--- src/rtl/uart_rx_if.sv ---
// Serial receive bundle: line input plus the received-byte and status pulses.
// master is the receiver, slave is the consumer that also drives the line.
interface uart_rx_if #(
    parameter int DBIT = 8
);
    logic            rx;
    logic [DBIT-1:0] d_out;
    logic            rx_done;
    logic            framing_error;

    modport master (
        input  rx,
        output d_out,
        output rx_done,
        output framing_error
    );

    modport slave (
        output rx,
        input  d_out,
        input  rx_done,
        input  framing_error
    );
endinterface

--- src/rtl/uart_rx.sv ---
// 8N1 UART receiver, 16x oversampling from a free-running tick divider.
// Emits one-cycle rx_done with the byte, or framing_error on a low stop bit.
module uart_rx #(
    parameter int DBIT    = 8,
    parameter int SB_TICK = 16,
    parameter int DIVISOR = 326
) (
    input  logic           clk,
    input  logic           reset,
    uart_rx_if.master      bus
);
    localparam int TW = $clog2(DIVISOR);
    localparam int SW = $clog2(SB_TICK > 16 ? SB_TICK : 16);
    localparam int NW = $clog2(DBIT);

    typedef enum logic [1:0] {IDLE, START, DATA, STOP} state_e;

    state_e          state_q, state_d;
    logic [1:0]      sync_q, sync_d;
    logic [TW-1:0]   tick_cnt_q, tick_cnt_d;
    logic [SW-1:0]   s_cnt_q, s_cnt_d;
    logic [NW-1:0]   n_cnt_q, n_cnt_d;
    logic [DBIT-1:0] shift_q, shift_d;
    logic [DBIT-1:0] dout_q, dout_d;
    logic            done_q, done_d;
    logic            ferr_q, ferr_d;
    logic            rx_s;
    logic            tick;

    assign rx_s = sync_q[1];
    assign tick = (tick_cnt_q == TW'(DIVISOR - 1));

    always_comb begin
        sync_d     = {sync_q[0], bus.rx};
        tick_cnt_d = tick ? '0 : tick_cnt_q + 1'b1;
        state_d    = state_q;
        s_cnt_d    = s_cnt_q;
        n_cnt_d    = n_cnt_q;
        shift_d    = shift_q;
        dout_d     = dout_q;
        done_d     = 1'b0;
        ferr_d     = 1'b0;
        unique case (state_q)
            IDLE: begin
                if (!rx_s) begin
                    state_d = START;
                    s_cnt_d = '0;
                end
            end
            START: begin
                if (tick) begin
                    // mid start bit: a high line here was only a glitch
                    if (s_cnt_q == SW'(7)) begin
                        if (!rx_s) begin
                            state_d = DATA;
                            s_cnt_d = '0;
                            n_cnt_d = '0;
                        end else begin
                            state_d = IDLE;
                        end
                    end else begin
                        s_cnt_d = s_cnt_q + 1'b1;
                    end
                end
            end
            DATA: begin
                if (tick) begin
                    if (s_cnt_q == SW'(15)) begin
                        shift_d = {rx_s, shift_q[DBIT-1:1]};
                        s_cnt_d = '0;
                        if (n_cnt_q == NW'(DBIT - 1)) begin
                            state_d = STOP;
                        end else begin
                            n_cnt_d = n_cnt_q + 1'b1;
                        end
                    end else begin
                        s_cnt_d = s_cnt_q + 1'b1;
                    end
                end
            end
            STOP: begin
                if (tick) begin
                    // leave at mid stop bit so a back-to-back start edge is seen
                    if (s_cnt_q == SW'(SB_TICK - 1)) begin
                        if (rx_s) begin
                            dout_d = shift_q;
                            done_d = 1'b1;
                        end else begin
                            ferr_d = 1'b1;
                        end
                        state_d = IDLE;
                    end else begin
                        s_cnt_d = s_cnt_q + 1'b1;
                    end
                end
            end
            default: state_d = IDLE;
        endcase
    end

    always_ff @(posedge clk) begin
        if (reset) begin
            state_q    <= IDLE;
            sync_q     <= 2'b11;
            tick_cnt_q <= '0;
            s_cnt_q    <= '0;
            n_cnt_q    <= '0;
            shift_q    <= '0;
            dout_q     <= '0;
            done_q     <= 1'b0;
            ferr_q     <= 1'b0;
        end else begin
            state_q    <= state_d;
            sync_q     <= sync_d;
            tick_cnt_q <= tick_cnt_d;
            s_cnt_q    <= s_cnt_d;
            n_cnt_q    <= n_cnt_d;
            shift_q    <= shift_d;
            dout_q     <= dout_d;
            done_q     <= done_d;
            ferr_q     <= ferr_d;
        end
    end

    assign bus.d_out         = dout_q;
    assign bus.rx_done       = done_q;
    assign bus.framing_error = ferr_q;
endmodule

--- src/flat_wrapper.sv ---
// flat-port wrapper written by rule: the top's interface ports become plain ports
module uart_rx_flat 
#(
    parameter int DBIT    = 8,
    parameter int SB_TICK = 16,
    parameter int DIVISOR = 326
)
  (clk, reset, bus_rx, bus_d_out, bus_rx_done, bus_framing_error);
  uart_rx_if #(.DBIT(DBIT)) bus_i ();
  input  logic clk;
  input  logic reset;
  input wire logic [$bits(bus_i.rx)-1:0] bus_rx;
  output wire logic [$bits(bus_i.d_out)-1:0] bus_d_out;
  output wire logic [$bits(bus_i.rx_done)-1:0] bus_rx_done;
  output wire logic [$bits(bus_i.framing_error)-1:0] bus_framing_error;
  assign bus_i.rx = bus_rx;
  assign bus_d_out = bus_i.d_out;
  assign bus_rx_done = bus_i.rx_done;
  assign bus_framing_error = bus_i.framing_error;
  uart_rx #(.DBIT(DBIT), .SB_TICK(SB_TICK), .DIVISOR(DIVISOR)) u_core (.clk(clk), .reset(reset), .bus(bus_i));
endmodule
--- config.mk ---
export PLATFORM = sky130hd
export DESIGN_NAME = uart_rx_flat
export DESIGN_NICKNAME = d
export VERILOG_FILES = /design/src/rtl/uart_rx_if.sv /design/src/rtl/uart_rx.sv /design/src/flat_wrapper.sv
export SDC_FILE = /design/constraint.sdc
export NUM_CORES = 1
export LEC_CHECK = 0
export CAP_MARGIN = 20
export CELL_PAD_IN_SITES_DETAIL_PLACEMENT = 1
export CELL_PAD_IN_SITES_GLOBAL_PLACEMENT = 2
export CORE_ASPECT_RATIO = 1.4
export CORE_MARGIN = 2
export CORE_UTILIZATION = 36
export DETAILED_ROUTE_END_ITERATION = 10
export PLACE_DENSITY = 0.74
export SYNTH_ARGS = -nofsm -noshare
export SYNTH_HDL_FRONTEND = slang
export SYNTH_SLANG_ARGS = --single-unit
--- constraint.sdc ---
create_clock -name clk -period 2.1 [get_ports clk]
set_input_delay 0.63 -clock clk [delete_from_list [all_inputs] [get_ports clk]]
set_output_delay 0.63 -clock clk [all_outputs]
set_load 0.1 [all_outputs]
==> impl_metrics.py, run 1 <==
metrics = {
    "run_status": {
        "status": "finished clean",
    },
    "timing": {
        "fin_crit_sh": 0.933,
        "setup_violations": 0,
        "fin_crit_ps": 1960,
        "final_hold_viol_count": 0,
        "slew_viol_final": 0,
        "setup_tns_ps": 0,
        "relSlewSlack": 0.701,
        "tightest_slew_ps": 442,
        "grt_setup_unrepaired": "no",
        "fmax_ghz": 0.511,
        "clock-skew-final_ps": 4.55,
    },
    "synth": {
        "synthesis.nets": 187,
        "ys_top_cells_by_area": "dfxtp_1 (45%), mux2i_1 (9.4%), nand2_1 (5.3%), nor2_1 (4.4%), ha_1 (3.7%)",
        "ys_ff_latch": 38,
        "synth-simple-area-share": 0.261,
        "synthArstFlopShare": 0,
        "synth.most_common_cell": "dfxtp_1",
        "syn-mean-instance-area_sq_um": 9.47,
        "synth_common_cells": "dfxtp_1 (38), nand2_1 (24), nor2_1 (20), mux2i_1 (16), xor2_1 (6)",
        "ys_seq_area_frac": 0.449,
        "synthAdderAreaFrac": 0.0369,
        "synth_top_area_cell": "dfxtp_1",
        "synthXorXnorAreaFrac": 0.0413,
        "synth_compound_area_frac": 0.0797,
        "syn_area_sq_um": 1700,
        "syn_inst": 179,
        "yosysTopAreaCellShare": 0.449,
        "muxShareOfSynthArea": 0.101,
        "ys.flop_type": "dfxtp_1",
        "yosysWarnings": 0,
        "synth_cell_types": 44,
        "synth_top_family_by_area": "simple AND/OR/NAND/NOR gates",
        "synth-edff-count": 0,
    },
    "global_route": {
        "grt_pass1_vias": 1431,
        "gr-total-overflow": 0,
        "grt_use_total": 0.167,
        "grt_max_degree": 18,
        "grt_first_pass_wirelength_um": 6550,
        "antenna_found_initial": 0,
    },
    "drt": {
        "vias": 1324,
        "drtPass1Iterations": 4,
        "wl_met2_um": 2100,
        "ant_nets": 0,
        "wl_um": 3770,
        "vias_per_cell": 5.07,
        "wl_met3_um": 80,
        "wl_met1_um": 1500,
        "drtIter0Drc": 40,
        "post_drt_wl_per_cell_um": 14.4,
        "routed.top_layer": "met4",
        "drcViolationCount": 0,
    },
    "clock_tree": {
        "clk_latency_ps": 290,
        "h-tree-depth": 2,
        "cts.repair.resized": 0,
        "cts_root_buffer": "clkbuf_8",
        "cts_made_buffers": 5,
        "cts_max_path_buffers": 2,
        "cts_hold_buf": 0,
        "tritoncts": "built",
        "clk_pin_slew_ps": 70,
        "post_cts.repair.setup_buffers": 0,
        "clock_sinks": 38,
    },
    "setup_path": {
        "required_ps": 2320,
        "crit_chain": "ha_1 > ha_1 > and4bb_2 > o2111ai_2 > or4b_1 > a21oi_1",
        "slowest_stage": "or4b_1",
        "r2r-end": "u_core.n_cnt_q[1]$_SDFFE_PP0P_",
        "path_delay_family": "simple AND/OR/NAND/NOR gates",
        "cp_slowest_stage_delay_ps": 510,
        "arrival_ps": 2180,
        "crit_type": "register to register",
        "end_kind": "register",
        "cpMostUsedCell": "ha_1",
        "rrSetupSlack_ps": 140,
        "cp.depth": 6,
        "crit_buf_inv": 0,
        "crit_end": "u_core.n_cnt_q[1]$_SDFFE_PP0P_",
        "worst_r2r_path_depth": 6,
        "startpoint_type": "register",
        "startpoint": "u_core.n_cnt_q[0]$_SDFFE_PP0P_",
        "critPathMaxFanout": 6,
        "reg2reg_from": "u_core.n_cnt_q[0]$_SDFFE_PP0P_",
    },
    "die": {
        "ios": 13,
        "die-area_sq_um": 5280,
        "die_w_um": 62,
        "start_util": 0.374,
        "coreArea_sq_um": 4540,
        "row_count": 29,
        "dieHeight_um": 85.2,
    },
    "cells_and_area": {
        "synthToLayoutAreaGrowth_pct": 23.7,
        "final_core_util": 0.462,
        "nNetsFinal": 206,
        "antenna_cells": 0,
        "drive_gt1_frac": 0.176,
        "fillers": 517,
    },
    "place": {
        "portBuffers": 12,
        "gp_congestion": 0.741,
        "dpl.hpwl_um": 2870,
    },
    "pwr": {
        "powerDensity_nw_per_um2": 627,
        "max-vdd-ir-drop_mv": 0.448,
        "p_leak_nw": 0.740,
    },
    "flow_run": {
        "max_cap_viol_count": 0,
    },
    "worst_hold_path": {
        "hold_class": "register to register",
    },
}
==> registers in the layout, indices dropped and copies added (netlist names), named ones only <==
| signal | cells |
|---|---|
| u_core.bus.rx_done | 1 |
| u_core.state_q | 1 |
| u_core.bus.framing_error | 1 |
| u_core.shift_q | 8 |
| u_core.tick_cnt_q | 9 |
| u_core.s_cnt_q | 4 |
| u_core.bus.d_out | 8 |
| u_core.sync_q | 2 |
| u_core.n_cnt_q | 3 |
==> per-stage QoR <==
stage               setup slack (ps)  power, mW  hold WS, ps  instances  cell area, sq um
floorplan                        323      0.791          389        179              1700
global placement                 145      0.813          400        253              2010
detailed placement               104      0.815          406        253              2010
CTS                              120       1.34          433        261              2100
global route                    13.4       1.39          456        261              2100
finish                           142       1.31          427        261              2100
==> cells by family (layout without fill, tap and decap cells) <==
kind of cell,after synthesis,after routing
AOI/OAI and AO/OA,18,18
adders and majority gates,5,5
and+or+nand+nor,80,80
buffers and inverters,13,33
muxes,17,17
xor gates and xnor gates,8,8
DFF,38,38
==> area by class of cell <==
class | count | area, sq um | share of cell area
Inverter | 5 | 18.8 | 0.00895
Tap cell | 62 | 77.6 | 0.0370
Sequential cell | 38 | 761 | 0.363
Clock buffer | 7 | 86.3 | 0.0412
Timing Repair Buffer | 20 | 268 | 0.128
Clock inverter | 1 | 5.00 | 0.00239
Multi-Input combinational cell | 128 | 881 | 0.420
==> placed cells by master (no fill, tap or decap), types with 2 or more instances in the layout <==
cell / instances
dfxtp_1: 38
nand2_1: 24
nor2_1: 20
mux2i_1: 16
buf_12: 9
buf_4: 9
xor2_1: 6
clkbuf_8: 6
nand3_1: 5
a21oi_1: 5
nor3_1: 5
ha_1: 5
inv_1: 4
or4b_1: 3
or2_2: 3
and4b_1: 2
and4_1: 2
and2_1: 2
xnor2_1: 2
and3_1: 2
o211ai_1: 2
nand4_1: 2
clkdlybuf4s50_1: 2
==> worst min path at each step <==
stage | from | end | slack [ps] | cells after the start
final | u_core.sync_q[0]$_SDFF_PP1_ | u_core.sync_q[1]$_SDFF_PP1_ | 430 | 1
after global placement | u_core.sync_q[0]$_SDFF_PP1_ | u_core.sync_q[1]$_SDFF_PP1_ | 400 | 1
after floorplan | u_core.sync_q[0]$_SDFF_PP1_ | u_core.sync_q[1]$_SDFF_PP1_ | 390 | 1
after global routing | u_core.sync_q[0]$_SDFF_PP1_ | u_core.sync_q[1]$_SDFF_PP1_ | 460 | 1
after CTS | u_core.sync_q[0]$_SDFF_PP1_ | u_core.sync_q[1]$_SDFF_PP1_ | 430 | 1
after detailed placement | u_core.sync_q[0]$_SDFF_PP1_ | u_core.sync_q[1]$_SDFF_PP1_ | 410 | 1
==> metal layers <==
layer | GRT usage | up-vias
met5 | 0 | -
met4 | 0.0735 | 0
met3 | 0.0427 | 9
met2 | 0.293 | 19
met1 | 0.178 | 630
li1 | - | 666
==> power breakdown <==
| part | internal (mW) | switching, mW |
|---|---|---|
| sequential | 0.730 | 0.0116 |
| combinational | 0.0243 | 0.0322 |
| clock | 0.265 | 0.252 |
| total | 1.02 | 0.296 |
No activity file was read; power rests on OpenSTA's default activity.
==> run 2, diff against run 1 <==
- PLACE_DENSITY: 0.74 -> not set
- PLACE_DENSITY_LB_ADDON: not set -> 0.1
==> run 2 against run 1 <==
Via count rose by 2.1%. Global-route usage rose by 0.18 points. Highest routed layer unchanged. Die area is the same.
==> impl_metrics.py, run 2 (synthesized netlist as in run 1, its figures left out) <==
metrics = {
    "clock_tree": {
        "clk_pin_slew_ps": 70,
        "tritoncts": "built",
        "cts_max_path_buffers": 2,
        "clk_latency_ps": 290,
        "cts_made_buffers": 5,
        "h-tree-depth": 2,
        "cts.repair.resized": 0,
        "clock_sinks": 38,
        "cts_hold_buf": 0,
        "post_cts.repair.setup_buffers": 0,
        "cts_root_buffer": "clkbuf_8",
    },
    "global_route": {
        "antenna_found_initial": 0,
        "grt_pass1_vias": 1415,
        "gr-total-overflow": 0,
        "grt_use_total": 0.169,
        "grt_max_degree": 17,
        "grt_first_pass_wirelength_um": 6670,
    },
    "flow_run": {
        "max_cap_viol_count": 0,
    },
    "cells_and_area": {
        "mostFrequentLayoutCells": "dfxtp_1 (38), nand2_1 (24), nor2_1 (20)",
        "synthToLayoutAreaGrowth_pct": 24.9,
        "final_core_util": 0.467,
        "largest_register_ffs": 9,
        "top_register": "u_core.tick_cnt_q",
        "nNetsFinal": 206,
        "drive_gt1_frac": 0.177,
        "fillers": 520,
        "final_common_cell": "dfxtp_1",
        "fin_cells": 260,
        "antenna_cells": 0,
    },
    "setup_path": {
        "required_ps": 2320,
        "arrival_ps": 2180,
        "crit_type": "register to register",
        "end_kind": "register",
        "critPathMaxFanout": 6,
        "startpoint_type": "register",
    },
    "pwr": {
        "p_leak_nw": 0.750,
        "max-vdd-ir-drop_mv": 0.578,
        "powerDensity_nw_per_um2": 681,
    },
    "drt": {
        "post_drt_wl_per_cell_um": 14.6,
        "vias_per_cell": 5.20,
        "drcViolationCount": 0,
        "drtPass1Iterations": 4,
        "drtIter0Drc": 36,
        "ant_nets": 0,
        "vias": 1352,
        "wl_um": 3790,
    },
    "timing": {
        "grt_setup_unrepaired": "no",
        "clock-skew-final_ps": 2.64,
        "final_hold_viol_count": 0,
        "relSlewSlack": 0.722,
        "tightest_slew_ps": 415,
        "slew_viol_final": 0,
        "fin_crit_sh": 0.931,
        "setup_tns_ps": 0,
        "fin_crit_ps": 1960,
        "fmax_ghz": 0.511,
        "setup_violations": 0,
    },
    "place": {
        "dp_cells": 253,
        "dpl.hpwl_um": 2760,
        "portBuffers": 12,
        "gp_congestion": 0.774,
    },
    "run_status": {
        "status": "finished clean",
    },
    "die": {
        "row_count": 29,
        "coreArea_sq_um": 4540,
        "die_w_um": 62,
        "die-area_sq_um": 5280,
        "ios": 13,
        "start_util": 0.374,
        "dieHeight_um": 85.2,
    },
    "worst_hold_path": {
        "hold_class": "register to register",
    },
}
run 2: cell count changes in the layout (fill, tap and decap cells not counted), sizes merged:
cell    before  now
clkinv       2    1
clkbuf       7    6
bufinv       0    1
run 2: final cells by class:
type | count | area [sq um] | share of cell area
clock buffers | 6 | 82.6 | 0.0390
clock inverters | 1 | 30.0 | 0.0142
inverters | 5 | 18.8 | 0.00886
multi-input cells | 128 | 881 | 0.416
flip-flops and latches | 38 | 761 | 0.359
repair buffers | 20 | 268 | 0.126
well taps | 62 | 77.6 | 0.0366
run 2: final timing paths:
kind	from	to	slack, ps	depth (start not counted)
setup reg to reg	u_core.n_cnt_q[0]$_SDFFE_PP0P_	u_core.n_cnt_q[1]$_SDFFE_PP0P_	140	6
hold reg to reg	u_core.sync_q[0]$_SDFF_PP1_	u_core.sync_q[1]$_SDFF_PP1_	420	1
hold / removal	u_core.sync_q[0]$_SDFF_PP1_	u_core.sync_q[1]$_SDFF_PP1_	420	1
setup / recovery	u_core.n_cnt_q[0]$_SDFFE_PP0P_	u_core.n_cnt_q[1]$_SDFFE_PP0P_	140	6
run 2: worst max-delay path, stage by stage, from the launching register on:
cell       delay (ps)
dfxtp_1           330
ha_1              200
ha_1              200
and4bb_2          300
o2111ai_2         170
or4b_1            520
a21oi_1           160
run 2: where the power goes:
| part | leakage (nW) | internal [mW] | switching (mW) |
|---|---|---|---|
| combinational | 0.385 | 0.0247 | 0.0339 |
| sequential | 0.307 | 0.729 | 0.0113 |
| clock | 0.0573 | 0.380 | 0.264 |
| total | 0.750 | 1.13 | 0.309 |
run 2: layer usage:
metal / part of all wire / vias up / GRT usage
met5: 0 / - / 0
met4: 0.023 / 0 / 0.0735
met3: 0.029 / 8 / 0.0488
met2: 0.52 / 16 / 0.271
met1: 0.43 / 662 / 0.202
li1: - / 666 / -
run 2: stage by stage:
step	hold slack, ps	instance area, sq um	setup slack, ps	power, mW
floorplan	389	1700	323	0.791
global placement	404	2010	173	0.812
detailed placement	400	2010	125	0.817
CTS	422	2120	134	1.47
global route	431	2120	20.4	1.50
finish	419	2120	144	1.44
==> run 3, diff against run 2 <==
- CORE_UTILIZATION: 36 -> 38
- CTS_BUF_LIST: not set -> sky130_fd_sc_hd__clkbuf_4 sky130_fd_sc_hd__clkbuf_8
==> run 3 against run 2 <==
Via count fell by 2.7%. Register-to-register slack improved by 40 ps. Worst hold slack improved by 9.3 ps. Critical endpoint is now u_core.n_cnt_q[2]$_SDFFE_PP0P_.
==> impl_metrics.py, run 3 (synthesized netlist as in run 1, its figures left out) <==
metrics = {
    "timing": {
        "relSlewSlack": 0.666,
        "setup_violations": 0,
        "fmax_ghz": 0.521,
        "grt_setup_unrepaired": "no",
        "fin_crit_ps": 1920,
        "setup_slack_ps": 182,
        "clock-skew-final_ps": 5.90,
        "tightest_slew_ps": 494,
        "setup_tns_ps": 0,
        "final_hold_viol_count": 0,
        "fin_crit_sh": 0.914,
        "slew_viol_final": 0,
    },
    "setup_path": {
        "arrival_ps": 2140,
        "cpMostUsedCell": "ha_1",
        "startpoint_type": "register",
        "path_delay_family": "simple AND/OR/NAND/NOR gates",
        "slowest_stage": "or4b_1",
        "required_ps": 2320,
        "crit_buf_inv": 0,
        "crit_type": "register to register",
        "cp_slowest_stage_delay_ps": 510,
        "crit_chain": "ha_1 > ha_1 > and4bb_2 > o2111ai_2 > or4b_1 > a21oi_1",
        "end_kind": "register",
        "critPathMaxFanout": 6,
    },
    "drt": {
        "wl_um": 3700,
        "vias_per_cell": 5.10,
        "drcViolationCount": 0,
        "drtIter0Drc": 22,
        "post_drt_wl_per_cell_um": 14.3,
        "drtPass1Iterations": 3,
        "ant_nets": 0,
        "vias": 1315,
    },
    "place": {
        "pre_cts_slack_ps": 108,
        "portBuffers": 12,
        "dpl.hpwl_um": 2830,
        "gp_congestion": 0.776,
    },
    "cells_and_area": {
        "final_core_util": 0.487,
        "synthToLayoutAreaGrowth_pct": 22.8,
        "mostFrequentLayoutCells": "dfxtp_1 (38), nand2_1 (24), nor2_1 (20)",
        "nNetsFinal": 206,
        "drive_gt1_frac": 0.177,
        "final_common_cell": "dfxtp_1",
        "antenna_cells": 0,
        "largest_register_ffs": 9,
        "top_register": "u_core.tick_cnt_q",
    },
    "clock_tree": {
        "cts_max_path_buffers": 2,
        "tritoncts": "built",
        "cts_hold_buf": 0,
        "clk_latency_ps": 280,
        "clock_sinks": 38,
        "cts.repair.resized": 0,
        "cts_root_buffer": "clkbuf_8",
        "clk_pin_slew_ps": 70,
        "h-tree-depth": 2,
        "post_cts.repair.setup_buffers": 0,
        "cts_made_buffers": 5,
    },
    "die": {
        "row_count": 28,
        "die_w_um": 60.5,
        "coreArea_sq_um": 4270,
        "start_util": 0.397,
        "dieHeight_um": 83.0,
        "ios": 13,
        "die-area_sq_um": 5020,
    },
    "run_status": {
        "status": "finished clean",
    },
    "flow_run": {
        "max_cap_viol_count": 0,
    },
    "global_route": {
        "grt_pass1_vias": 1382,
        "grt_first_pass_wirelength_um": 6630,
        "antenna_found_initial": 0,
        "grt_max_degree": 17,
        "gr-total-overflow": 0,
        "grt_use_total": 0.171,
    },
    "pwr": {
        "p_total_mw": 1.27,
        "powerDensity_nw_per_um2": 610,
        "p_leak_nw": 0.735,
        "max-vdd-ir-drop_mv": 0.321,
    },
    "worst_hold_path": {
        "hold_class": "register to register",
    },
}
## run 3: worst paths after layout
check                            startpoint                              to  slack [ps]  cells after the start
max          u_core.n_cnt_q[0]$_SDFFE_PP0P_  u_core.n_cnt_q[2]$_SDFFE_PP0P_         180                      6
max reg2reg  u_core.n_cnt_q[0]$_SDFFE_PP0P_  u_core.n_cnt_q[2]$_SDFFE_PP0P_         180                      6
min             u_core.sync_q[0]$_SDFF_PP1_     u_core.sync_q[1]$_SDFF_PP1_         430                      1
min reg2reg     u_core.sync_q[0]$_SDFF_PP1_     u_core.sync_q[1]$_SDFF_PP1_         430                      1
## run 3: layout make-up
type                       count  area [sq um]
fill                         496          2190
multi-input combinational    128           881
sequential                    38           761
timing repair buffer          20           268
tap                           60          75.1
clock buffer                   5          68.8
inverter                       5          18.8
clock inverter                 2          10.0
## run 3: metal layers
| layer | track usage | share of wire | wire (um) |
|---|---|---|---|
| met1 | 0.198 | 0.42 | 1570 |
| met4 | 0.0652 | 0.017 | 64 |
| met2 | 0.297 | 0.54 | 2010 |
| met5 | 0 | 0 | 0 |
| met3 | 0.0327 | 0.016 | 60 |
## run 3: metrics by stage
stage | std cells | cell area (sq um) | hold slack, ps
finish | 258 | 2080 | 428
global route | 258 | 2080 | 455
CTS | 258 | 2080 | 438
detailed placement | 251 | 2000 | 411
global placement | 251 | 2000 | 414
floorplan | 179 | 1700 | 389
## run 3: worst register-to-register path: stages, from the launching register on
cell	delay [ps]
dfxtp_1	330
ha_1	200
ha_1	190
and4bb_2	300
o2111ai_2	170
or4b_1	510
a21oi_1	140
## run 3: report_power, final
group          internal [mW]  switching [mW]
registers              0.730          0.0106
logic                 0.0254          0.0344
clock network          0.223           0.246
total                  0.978           0.291
